File: src/rtl/uart_7bit_link.sv
// uart_7bit_link: 7-bit serial TX/RX link with 1 start bit, 7 data bits (LSB first) and 1 stop bit.
// Define UART_PARITY_EN to insert an even-parity bit before the stop bit and add parity_err.
module uart_7bit_link #(
    parameter int CLKS_PER_BIT = 16
) (
    input  logic       clk,
    input  logic       rst,
    input  logic       start,
    input  logic [6:0] data,
    output logic       tx,
    output logic       busy,
    input  logic       rx,
    output logic [6:0] data_out,
    output logic       valid,
    output logic       frame_err
`ifdef UART_PARITY_EN
    ,
    output logic       parity_err
`endif
);
    localparam int CW = $clog2(CLKS_PER_BIT);
    localparam logic [CW-1:0] LAST = CW'(CLKS_PER_BIT - 1);
    localparam logic [CW-1:0] HALF = CW'(CLKS_PER_BIT / 2 - 1);

    typedef enum logic [2:0] {IDLE, START, DATA, PAR, STOP} state_t;

`ifdef UART_PARITY_EN
    localparam state_t AFTER_DATA = PAR;
`else
    localparam state_t AFTER_DATA = STOP;
`endif

    state_t          tx_state, tx_next;
    logic [CW-1:0]   tx_cnt;
    logic [2:0]      tx_bit;
    logic [6:0]      tx_sh;
    logic            tx_par;
    logic            tx_tick;

    assign tx_tick = tx_cnt == LAST;
    assign busy    = tx_state != IDLE;
    assign tx      = tx_state == START ? 1'b0 :
                     tx_state == DATA  ? tx_sh[0] :
                     tx_state == PAR   ? tx_par : 1'b1;

    always_comb begin
        tx_next = tx_state;
        case (tx_state)
            IDLE:    tx_next = start ? START : IDLE;
            START:   tx_next = tx_tick ? DATA : START;
            DATA:    tx_next = (tx_tick && tx_bit == 3'd6) ? AFTER_DATA : DATA;
            PAR:     tx_next = tx_tick ? STOP : PAR;
            STOP:    tx_next = tx_tick ? IDLE : STOP;
            default: tx_next = IDLE;
        endcase
    end

    always_ff @(posedge clk) begin
        if (!rst) tx_state <= IDLE;
        else      tx_state <= tx_next;
    end

    always_ff @(posedge clk) begin
        if (!rst) begin
            tx_cnt <= '0;
            tx_bit <= '0;
            tx_sh  <= '0;
            tx_par <= 1'b0;
        end else begin
            tx_cnt <= (tx_state == IDLE || tx_tick) ? '0 : tx_cnt + 1'b1;
            if (tx_state == IDLE && start) begin
                tx_sh  <= data;
                tx_par <= ^data;
                tx_bit <= '0;
            end else if (tx_state == DATA && tx_tick) begin
                tx_sh  <= tx_sh >> 1;
                tx_bit <= tx_bit + 1'b1;
            end
        end
    end

    // rx is asynchronous; only rx_s2 is used past this point
    logic            rx_s1, rx_s2;
    state_t          rx_state, rx_next;
    logic [CW-1:0]   rx_cnt;
    logic [2:0]      rx_bit;
    logic [6:0]      rx_sh;
    logic            rx_tick, rx_mid, rx_stop, rx_ok;

    assign rx_tick = rx_cnt == LAST;
    assign rx_mid  = rx_state == START && rx_cnt == HALF;
    assign rx_stop = rx_state == STOP && rx_tick;

    always_comb begin
        rx_next = rx_state;
        case (rx_state)
            IDLE:    rx_next = rx_s2 ? IDLE : START;
            START:   rx_next = rx_mid ? (rx_s2 ? IDLE : DATA) : START;
            DATA:    rx_next = (rx_tick && rx_bit == 3'd6) ? AFTER_DATA : DATA;
            PAR:     rx_next = rx_tick ? STOP : PAR;
            STOP:    rx_next = rx_tick ? IDLE : STOP;
            default: rx_next = IDLE;
        endcase
    end

    always_ff @(posedge clk) begin
        if (!rst) rx_state <= IDLE;
        else      rx_state <= rx_next;
    end

    always_ff @(posedge clk) begin
        if (!rst) begin
            rx_s1     <= 1'b1;
            rx_s2     <= 1'b1;
            rx_cnt    <= '0;
            rx_bit    <= '0;
            rx_sh     <= '0;
            data_out  <= '0;
            valid     <= 1'b0;
            frame_err <= 1'b0;
        end else begin
            rx_s1     <= rx;
            rx_s2     <= rx_s1;
            rx_cnt    <= (rx_state == IDLE || rx_tick || rx_mid) ? '0 : rx_cnt + 1'b1;
            if (rx_state == START) rx_bit <= '0;
            if (rx_state == DATA && rx_tick) begin
                rx_sh  <= {rx_s2, rx_sh[6:1]};
                rx_bit <= rx_bit + 1'b1;
            end
            valid     <= rx_stop && rx_s2 && rx_ok;
            frame_err <= rx_stop && !rx_s2;
            if (rx_stop && rx_s2 && rx_ok) data_out <= rx_sh;
        end
    end

`ifdef UART_PARITY_EN
    logic rx_pbit;
    assign rx_ok = (^rx_sh) == rx_pbit;

    always_ff @(posedge clk) begin
        if (!rst) begin
            rx_pbit    <= 1'b0;
            parity_err <= 1'b0;
        end else begin
            if (rx_state == PAR && rx_tick) rx_pbit <= rx_s2;
            parity_err <= rx_stop && rx_s2 && !rx_ok;
        end
    end
`else
    assign rx_ok = 1'b1;
`endif
endmodule

File: config.mk
export PLATFORM = sky130hd
export DESIGN_NAME = uart_7bit_link
export DESIGN_NICKNAME = d
export VERILOG_FILES = /design/src/rtl/uart_7bit_link.sv
export SDC_FILE = /design/constraint.sdc
export NUM_CORES = 1
export LEC_CHECK = 0
export BUFFER_PORTS_ARGS = -buffer_cell sky130_fd_sc_hd__buf_2
export CAP_MARGIN = 5
export CELL_PAD_IN_SITES_DETAIL_PLACEMENT = 0
export CELL_PAD_IN_SITES_GLOBAL_PLACEMENT = 2
export CORE_UTILIZATION = 35
export CTS_BUF_LIST = sky130_fd_sc_hd__clkbuf_4 sky130_fd_sc_hd__clkbuf_8 sky130_fd_sc_hd__clkbuf_16
export CTS_CLUSTER_SIZE = 20
export DETAILED_ROUTE_END_ITERATION = 8
export HOLD_SLACK_MARGIN = 0.12
export PLACE_DENSITY_LB_ADDON = 0.2
export SYNTH_ARGS = -nofsm -noshare
export SYNTH_HDL_FRONTEND = slang
export SYNTH_SLANG_ARGS = --single-unit
File: constraint.sdc
create_clock -name clk -period 1.9 [get_ports clk]
set_input_delay 0.19 -clock clk [delete_from_list [all_inputs] [get_ports clk]]
set_output_delay 0.19 -clock clk [all_outputs]
set_load 0.01 [all_outputs]
Yosys cells after proc, flatten, opt, wreduce, memory -nomap -nowiden --
Index checks and enable logic that the tools add are counted. Widths: inputs -> output; s select.
Word-level totals: register bits after elaboration 46, input bits 11, logic and storage cells 74
Operators by class: add/sub/neg operators 4, equal/unequal tests 13, multiplexer cells 20, bitwise operators 1, reductions and logical operators 22
Operators with widths (number):
- $pmux 3 s5 | 2
- $mux 3 | 8
- $mux 7 | 2
- $eq 3x2->1 const B | 4
- $eq 3x3->1 const B | 4
- $logic_and 1x1->1 | 9
- $add 4x1->4 const B | 2
- $eq 4x4->1 const B | 2
- $reduce_xor 7->1 | 1
- $add 3x1->3 const B | 2
- $eq 3x1->1 const B | 2
- $logic_not 3->1 | 2
- $mux 2 | 3
- $reduce_or 2->1 | 3
- $mux 1 | 5
- $eq 4x3->1 const B | 1
- $reduce_bool 2->1 | 2
- $logic_or 1x1->1 | 3
- $reduce_bool 3->1 | 1
- $logic_not 1->1 | 1
- $not 1->1 | 1

Depth between registers and ports, before layout --
Gate-level depths: netlist of the first run.
depth in word-level cells 4, mapped depth 6, depth with buffers taken out 5

Worst setup path before layout of the first run --
Ideal clock, no wire load.
kind reg2reg, start register tx_cnt[0], end register tx_state[2], arrival 1.428 ns, data required time 1.830 ns, setup slack 0.402 ns, cell stages (with the launch flop) 5, path buffers 0, period minus slack after synthesis 1.498 ns, cells stage by stage dfxtp_1 -> ha_1 -> nand3_1 -> or4b_2 -> a21oi_1
On the way: cells in the longest elaborated chain, start to end 4
RTL lines:
- start, declared | line 34 | logic [CW-1:0] tx_cnt;
- start signal, assigned | line 70 | tx_cnt <= (tx_state == IDLE || tx_tick) ? '0 : tx_cnt + 1'b1;
- $eq 4x4->1 * | line 40 | assign tx_tick = tx_cnt == LAST;
- $logic_and 1x1->1 | line 51 | DATA: tx_next = (tx_tick && tx_bit == 3'd6) ? AFTER_DATA : DATA;
- $mux 3 | line 51
- $pmux 3 s5 * | line 48 | case (tx_state)
- end signal, assigned | line 60 | else tx_state <= tx_next;
- end, declared | line 33 | state_t tx_state, tx_next;
Mark *: on every way between the ends. The rest lies on a longest branch, timed or not. A chain may end at the register's enable or synchronous reset.

Worst setup path in the final report of the first run --
start register rx_state[1], end register rx_bit[2]
On the way: cells in the longest elaborated chain, start to end 3
RTL lines:
- start, declared | line 84 | state_t rx_state, rx_next;
- start signal, assigned | line 108 | else rx_state <= rx_next;
- $eq 3x2->1 | line 126 | if (rx_state == DATA && rx_tick) begin
- $logic_and 1x1->1 | line 126
- $mux 3 or $reduce_bool 2->1 (tied branches)
- end signal, assigned | line 128 | rx_bit <= rx_bit + 1'b1;
- end, declared | line 86 | logic [2:0] rx_bit;
Parallel ways exist; a longest one is shown, timed or not.

==> impl_metrics.yaml, run 1 <==
run:
  cap_violations: 0
grt:
  track_usage: 0.164
  antenna_found_initial: 0
  grt_pass1_wl_mm: 8.22
  grt-ovfl-total: 0
  grt_pass1_vias: 1773
  grt_max_degree: 23
cts:
  clock_latency_ns: 0.29
  clock-sinks: 46
  ctsResizeCount: 0
  clk_pin_slew_ns: 0.09
  cts_made_buffers: 5
  root_buffer: "clkbuf_8"
  hold_buffers: 1
  cts_buffer_depth: 2
  tritoncts: "done"
  cts_max_level: 2
  postCtsSetupBuffers: 0
worst_setup_path:
  crit_path_cell_trace: "or3b_1 > or4_1 > a21oi_1"
  crit_required_ns: 2.12
  cp.arrival_ns: 1.92
  worst-path-stages: 3
  timing.critical_path.max_delay_family: "simple AND/OR/NAND/NOR gates"
  reg2regPathDepth: 3
  crit_path_start_kind: "flop"
  path_class: "reg -> reg"
  critPathLaunch: "rx_state[1]$_SDFF_PN0_"
  reg2reg_from: "rx_state[1]$_SDFF_PN0_"
  crit_slowest_cell: "or3b_1"
  crit_buf_inv: 0
  ff2ff_setup_slack_ns: 0.20
  worstReg2RegEnd: "rx_bit[2]$_SDFFE_PN0P_"
  crit_fanout: 12
  cp-end-kind: "flop"
  slowest_delay_ns: 0.54
routing:
  avgViaCountPerCell: 5.25
  wirelength_mm: 4.71
  ant_nets: 0
  vias: 1796
  drc: 0
  dr.pass1.iters: 4
  wl_per_cell_um: 13.8
  drtIter0Drc: 66
timing:
  period_share: 0.893
  min_period_ns: 1.70
  setup_ws_ns: 0.204
  max-slew-margin-rel: 0.632
  tns_ns: 0
  timing.fmax_mhz: 590
  rsz0062_at_grt: "false"
  worst_pin_slew_ns: 0.547
  skew_ns: 0.00636
  hold_viol_final: 0
  setup_viol: 0
  finalMaxSlewViolations: 0
power_and_ir_drop:
  p_total_mw: 1.86
  p_leak_nw: 0.903
  pwr_density_cell_nw_per_um2: 763
  ir_drop_mv: 0.403
min_path:
  hold-path-cell-count: 3
  hp-class: "in -> reg"
  hold_path_end: "tx_sh[6]$_SDFFE_PN0P_"
  hp-start: "data[6]"
place:
  dp_slack_ns: 0.198
  gp_congestion: 0.755
  placed_cell_area_um2: 2320
  hpwlAfterDp_mm: 3.17
  port_buffers: 21
floorplanning:
  io_pins: 22
  die_h_um: 80.1
  die_area_um2: 6410
  core_um2: 5890
  num_rows: 28
  initial_core_util: 0.362
  dieWidth_um: 80.1
final_layout:
  final_common_cell: "dfxtp_1"
  design_area_um2: 2430
  num_antenna_cells: 0
  area_delta_synth_final_pct: 14.2
  fin_util: 0.414
  nets: 283
  drive_above_1_share: 0.172
  layout_common_cells: "dfxtp_1 (46), a21oi_1 (35), o21ai_0 (23)"
synthesis:
  ys.warnings.count: 0
  synth-seq-cells: 46
  synth_area_um2: 2130
  synth_edf_count: 0
  syn_nets: 264
  syn_inst: 247
  ys_types: 39
  ys_dominant_reg_cell: "dfxtp_1"
  postSynth.asyncResetShare: 0
  synth.avg_cell_area_um2: 8.63
  ys_seq_area_frac: 0.432
outcome:
  outcome: "completed"
## worst max-delay path by stage
stage | slack [ns] | end
detailed placement | 0.20 | rx_bit[2]$_SDFFE_PN0P_
CTS | 0.19 | rx_bit[2]$_SDFFE_PN0P_
global route | 0.06 | data_out[6]$_SDFFE_PN0P_
floorplan | 0.40 | tx_state[2]$_SDFF_PN0_
global placement | 0.25 | rx_bit[2]$_SDFFE_PN0P_
finish | 0.20 | rx_bit[2]$_SDFFE_PN0P_
## sequential cells by signal (all words and copies together), names as in the netlist
signal / cells
data_out: 7
tx_sh: 7
tx_state: 3
tx_bit: 3
tx_par: 1
rx_s2: 1
frame_err: 1
tx_cnt: 4
rx_s1: 1
rx_sh: 7
rx_cnt: 4
valid: 1
rx_state: 3
rx_bit: 3
## layout make-up
class	instances	area, um2
flip-flops and latches	46	921
clock inverters	3	40.0
repair buffers	33	198
fillers	604	3450
inverters	9	33.8
multi-input cells	171	1080
clock buffers	5	68.8
well taps	75	93.8
## report_power, final
group          total (mW)  switching [mW]  internal (mW)
clock network       0.722           0.334          0.388
registers            1.00          0.0169          0.987
logic               0.133          0.0700         0.0626
total                1.86           0.421           1.44
## cells in the mapped netlist (5+ instances only)
master    number  area, um2
inv_1          9       33.8
nand2_1        9       33.8
a21oi_1       35        175
o21ai_0       23        115
buf_2          5       25.0
nand3_1       17       85.1
a31oi_1        6       37.5
nor2_1         9       33.8
ha_1           6       75.1
clkbuf_1      12       45.0
dfxtp_1       46        921
nand4_1        7       43.8
o31ai_1       11       82.6
## routing by layer
metal  part of all wire  GRT usage  vias up  routed length, um
met1               0.52      0.216      830               2430
met2               0.44      0.265       22               2090
met5                  0          0        -                  0
met4              0.011     0.0589        0                 51
met3              0.028     0.0330        5                130
li1                   -          -      939                  -
## worst register-to-register path: cells and delay by family (launching register included)
kind / cells / cell delay (ns)
AO/OA/AOI/OAI: 1 / 0.15
AND/OR/NAND/NOR: 2 / 0.98
flip-flops: 1 / 0.49
## cells by family after synthesis
logic type      after synthesis  share of synthesized area
flops                        46                      0.432
xor+xnor                      7                     0.0417
fa+ha+maj                     6                     0.0352
compound gates               80                      0.211
buf+inv                      30                     0.0616
simple gates                 78                      0.219
## through the flow
step	std cells	hold slack [ns]
global route	342	0.179
detailed placement	333	0.376
floorplan	247	0.263
global placement	333	0.383
finish	342	0.159
CTS	342	0.153
(Power assumes the default switching activity.)
==> run 2, diff against run 1 <==
ABC_AREA = 1   (was not set)
CORE_UTILIZATION = 33   (was 35)
==> run 2 against run 1 <==
Clock skew decreased by 0.0017 ns. Sequential power hardly changed. Largest power group unchanged. Critical path depth rose by 1. Synthesized cell count is 13% higher. Routed wire length decreased by 11%. Clock power fell by 12%. Register-to-register slack improved by 0.19 ns.
==> impl_metrics.yaml, run 2 <==
floorplanning:
  num_rows: 28
  initial_core_util: 0.346
  io_pins: 22
  dieWidth_um: 81
  core_um2: 5960
  die_area_um2: 6560
  die_h_um: 81
routing:
  met1Wirelength_mm: 2.15
  wirelength_mm: 4.20
  routed-wl-met3_um: 120
  avgViaCountPerCell: 4.60
  drtIter0Drc: 81
  dr_wl_met2_mm: 1.88
  ant_nets: 0
  vias: 1767
  wl_per_cell_um: 10.9
  dr.max_layer_used: "met4"
  drc: 0
  dr.pass1.iters: 5
worst_setup_path:
  reg2reg_from: "rx_cnt[0]$_SDFF_PP0_"
  slowest_delay_ns: 0.40
  cp.arrival_ns: 1.40
  ff2ff_setup_slack_ns: 0.39
  crit_path_start_kind: "flop"
  crit_fanout: 4
  timing.critical_path.max_delay_family: "simple AND/OR/NAND/NOR gates"
  crit_buf_inv: 2
  cp-end-kind: "output port"
  crit_required_ns: 1.71
  worstReg2RegEnd: "rx_sh[6]$_SDFFE_PN0P_"
  reg2regPathDepth: 7
  crit_path_cell_trace: "inv_1 > nor3_1 > a21oi_1 > buf_2"
  crit_slowest_cell: "nor3_1"
  path_class: "reg -> out"
cts:
  cts_buffer_depth: 2
  clock_latency_ns: 0.30
  clk_pin_slew_ns: 0.09
  cts_made_buffers: 5
  postCtsSetupBuffers: 0
  clock-sinks: 46
  root_buffer: "clkbuf_8"
  tritoncts: "done"
  cts_max_level: 2
synthesis:
  postSynth.asyncResetShare: 0
  synth_area_um2: 2060
  synth_edf_count: 0
  synth.avg_cell_area_um2: 7.36
  ys_dominant_reg_cell: "dfxtp_1"
  synth-seq-cells: 46
  syn_inst: 280
  netlist.area_leader.share: 0.447
  ys_types: 34
  ys.warnings.count: 0
  netlist_top_cells_area: "dfxtp_1 (45%), nand2_1 (11%), nor2_1 (8.6%)"
  ys_seq_area_frac: 0.447
  syn_nets: 297
  netlist_top_cells_count: "nand2_1 (63), nor2_1 (47), dfxtp_1 (46)"
  yosysMostFrequentCell: "nand2_1"
  yosysTopAreaCell: "dfxtp_1"
timing:
  timing.fmax_mhz: 627
  min_period_ns: 1.59
  setup_viol: 0
  hold_viol_final: 0
  period_share: 0.839
  rsz0062_at_grt: "false"
  max-slew-margin-rel: 0.693
  tns_ns: 0
  hold_slack_ns: 0.166
  skew_ns: 0.00469
  finalMaxSlewViolations: 0
  worst_pin_slew_ns: 0.457
power_and_ir_drop:
  power.switching_mw: 0.423
  switching_share: 0.240
  intPower_mw: 1.34
  pwr_density_cell_nw_per_um2: 746
  p_leak_nw: 1.06
  ir_drop_mv: 0.285
  p_clk_frac: 0.360
  pwr-share-seq: 0.561
  p_comb_frac: 0.079
min_path:
  hold-path-cell-count: 3
  hp-start: "data[6]"
  hold_path_end: "tx_sh[6]$_SDFFE_PN0P_"
  hp-class: "in -> reg"
place:
  port_buffers: 21
  gp_congestion: 0.712
  hpwlAfterDp_mm: 3.06
outcome:
  outcome: "completed"
final_layout:
  area_delta_synth_final_pct: 14.8
  final_common_cell: "nand2_1"
  nFillCells: 702
  layout_common_cells: "nand2_1 (63), nor2_1 (47), dfxtp_1 (46)"
  drive_above_1_share: 0.165
  nets: 325
  reg_top3: "data_out: 7 flops, rx_sh: 7 flops, tx_sh: 7 flops"
  num_antenna_cells: 0
grt:
  grt_pass1_wl_mm: 7.25
  antenna_found_initial: 0
  track_usage: 0.146
  grt_max_degree: 21
  grt_pass1_vias: 1614
  grt-ovfl-total: 0
run:
  cap_violations: 0
-- run 2: cell count changes in the layout (fill, tap and decap cells not counted), sizes merged, moves of 6 or more --
cell   delta
inv      +19
nor2     +42
nand4     -6
a21oi    -19
buf       -7
o31ai    -11
nand2    +55
-- run 2: logic make-up (layout without fill, tap and decap cells) --
kind of cell / Yosys count / after routing / share of synthesized area
AND/OR/NAND/NOR: 139 / 139 / 0.302
AO/OA/AOI/OAI: 48 / 48 / 0.122
flip-flops: 46 / 46 / 0.447
buffers and inverters: 36 / 65 / 0.0711
adder cells (fa/ha/maj): 6 / 6 / 0.0365
XOR/XNOR: 5 / 5 / 0.0213
-- run 2: area by class of cell --
cell class | count | area [um2] | area share
flip-flops and latches | 46 | 921 | 0.389
well taps | 75 | 93.8 | 0.0397
repair buffers | 26 | 145 | 0.0614
clock buffers | 7 | 90.1 | 0.0381
multi-input cells | 198 | 992 | 0.420
clock inverters | 1 | 5.00 | 0.00212
inverters | 31 | 118 | 0.0497
-- run 2: worst max path at each step --
stage | from | to | slack, ns | cells past startpoint
after global routing | rx_cnt[0]$_SDFF_PP0_ | data_out[2]$_SDFFE_PN0P_ | 0.19 | 6
after global placement | rx_cnt[0]$_SDFF_PP0_ | rx_sh[6]$_SDFFE_PN0P_ | 0.40 | 7
after floorplan | rx_cnt[0]$_SDFF_PP0_ | rx_sh[6]$_SDFFE_PN0P_ | 0.57 | 7
after detailed placement | rx_cnt[0]$_SDFF_PP0_ | data_out[2]$_SDFFE_PN0P_ | 0.39 | 6
final | tx_state[1]$_SDFF_PN0_ | tx | 0.31 | 4
after CTS | tx_state[1]$_SDFF_PN0_ | tx | 0.29 | 4
-- run 2: what timing repair did --
| item | in CTS | in global routing |
|---|---|---|
| hold buffers | 1 | 0 |
| resized for setup | 0 | 0 |
| hold endpoints to repair | 1 | 0 |
-- run 2: metal layers --
metal / up-vias / GRT usage
li1: 951 / -
met1: 789 / 0.183
met2: 21 / 0.237
met3: 6 / 0.0404
met4: 0 / 0.0536
met5: - / 0
-- run 2: power by group through the flow --
stage               Combinational [mW]  Sequential [mW]  Clock [mW]
finish                           0.139            0.989       0.635
global route                     0.160            0.992       0.710
CTS                              0.143            0.990       0.664
detailed placement               0.140             1.01           0
global placement                 0.141             1.01           0
floorplan                       0.0948             1.01           0
-- run 2: worst register-to-register path: stages (launching register included) --
cell	delay, ns
dfxtp_1	0.33
ha_1	0.25
nand3_4	0.15
clkinv_2	0.08
nand2_2	0.07
clkinv_1	0.23
o21ai_0	0.23
a21oi_1	0.05
-- run 2: through the flow --
step                utilization  instances  power [mW]  instance area [um2]  setup WS [ns]
CTS                       0.397        384        1.80                 2360          0.289
finish                    0.397        384        1.76                 2360          0.305
global placement          0.379        375        1.15                 2260          0.404
global route              0.397        384        1.86                 2360          0.189
floorplan                     -        280        1.11                 2060          0.572
detailed placement        0.379        375        1.15                 2260          0.390
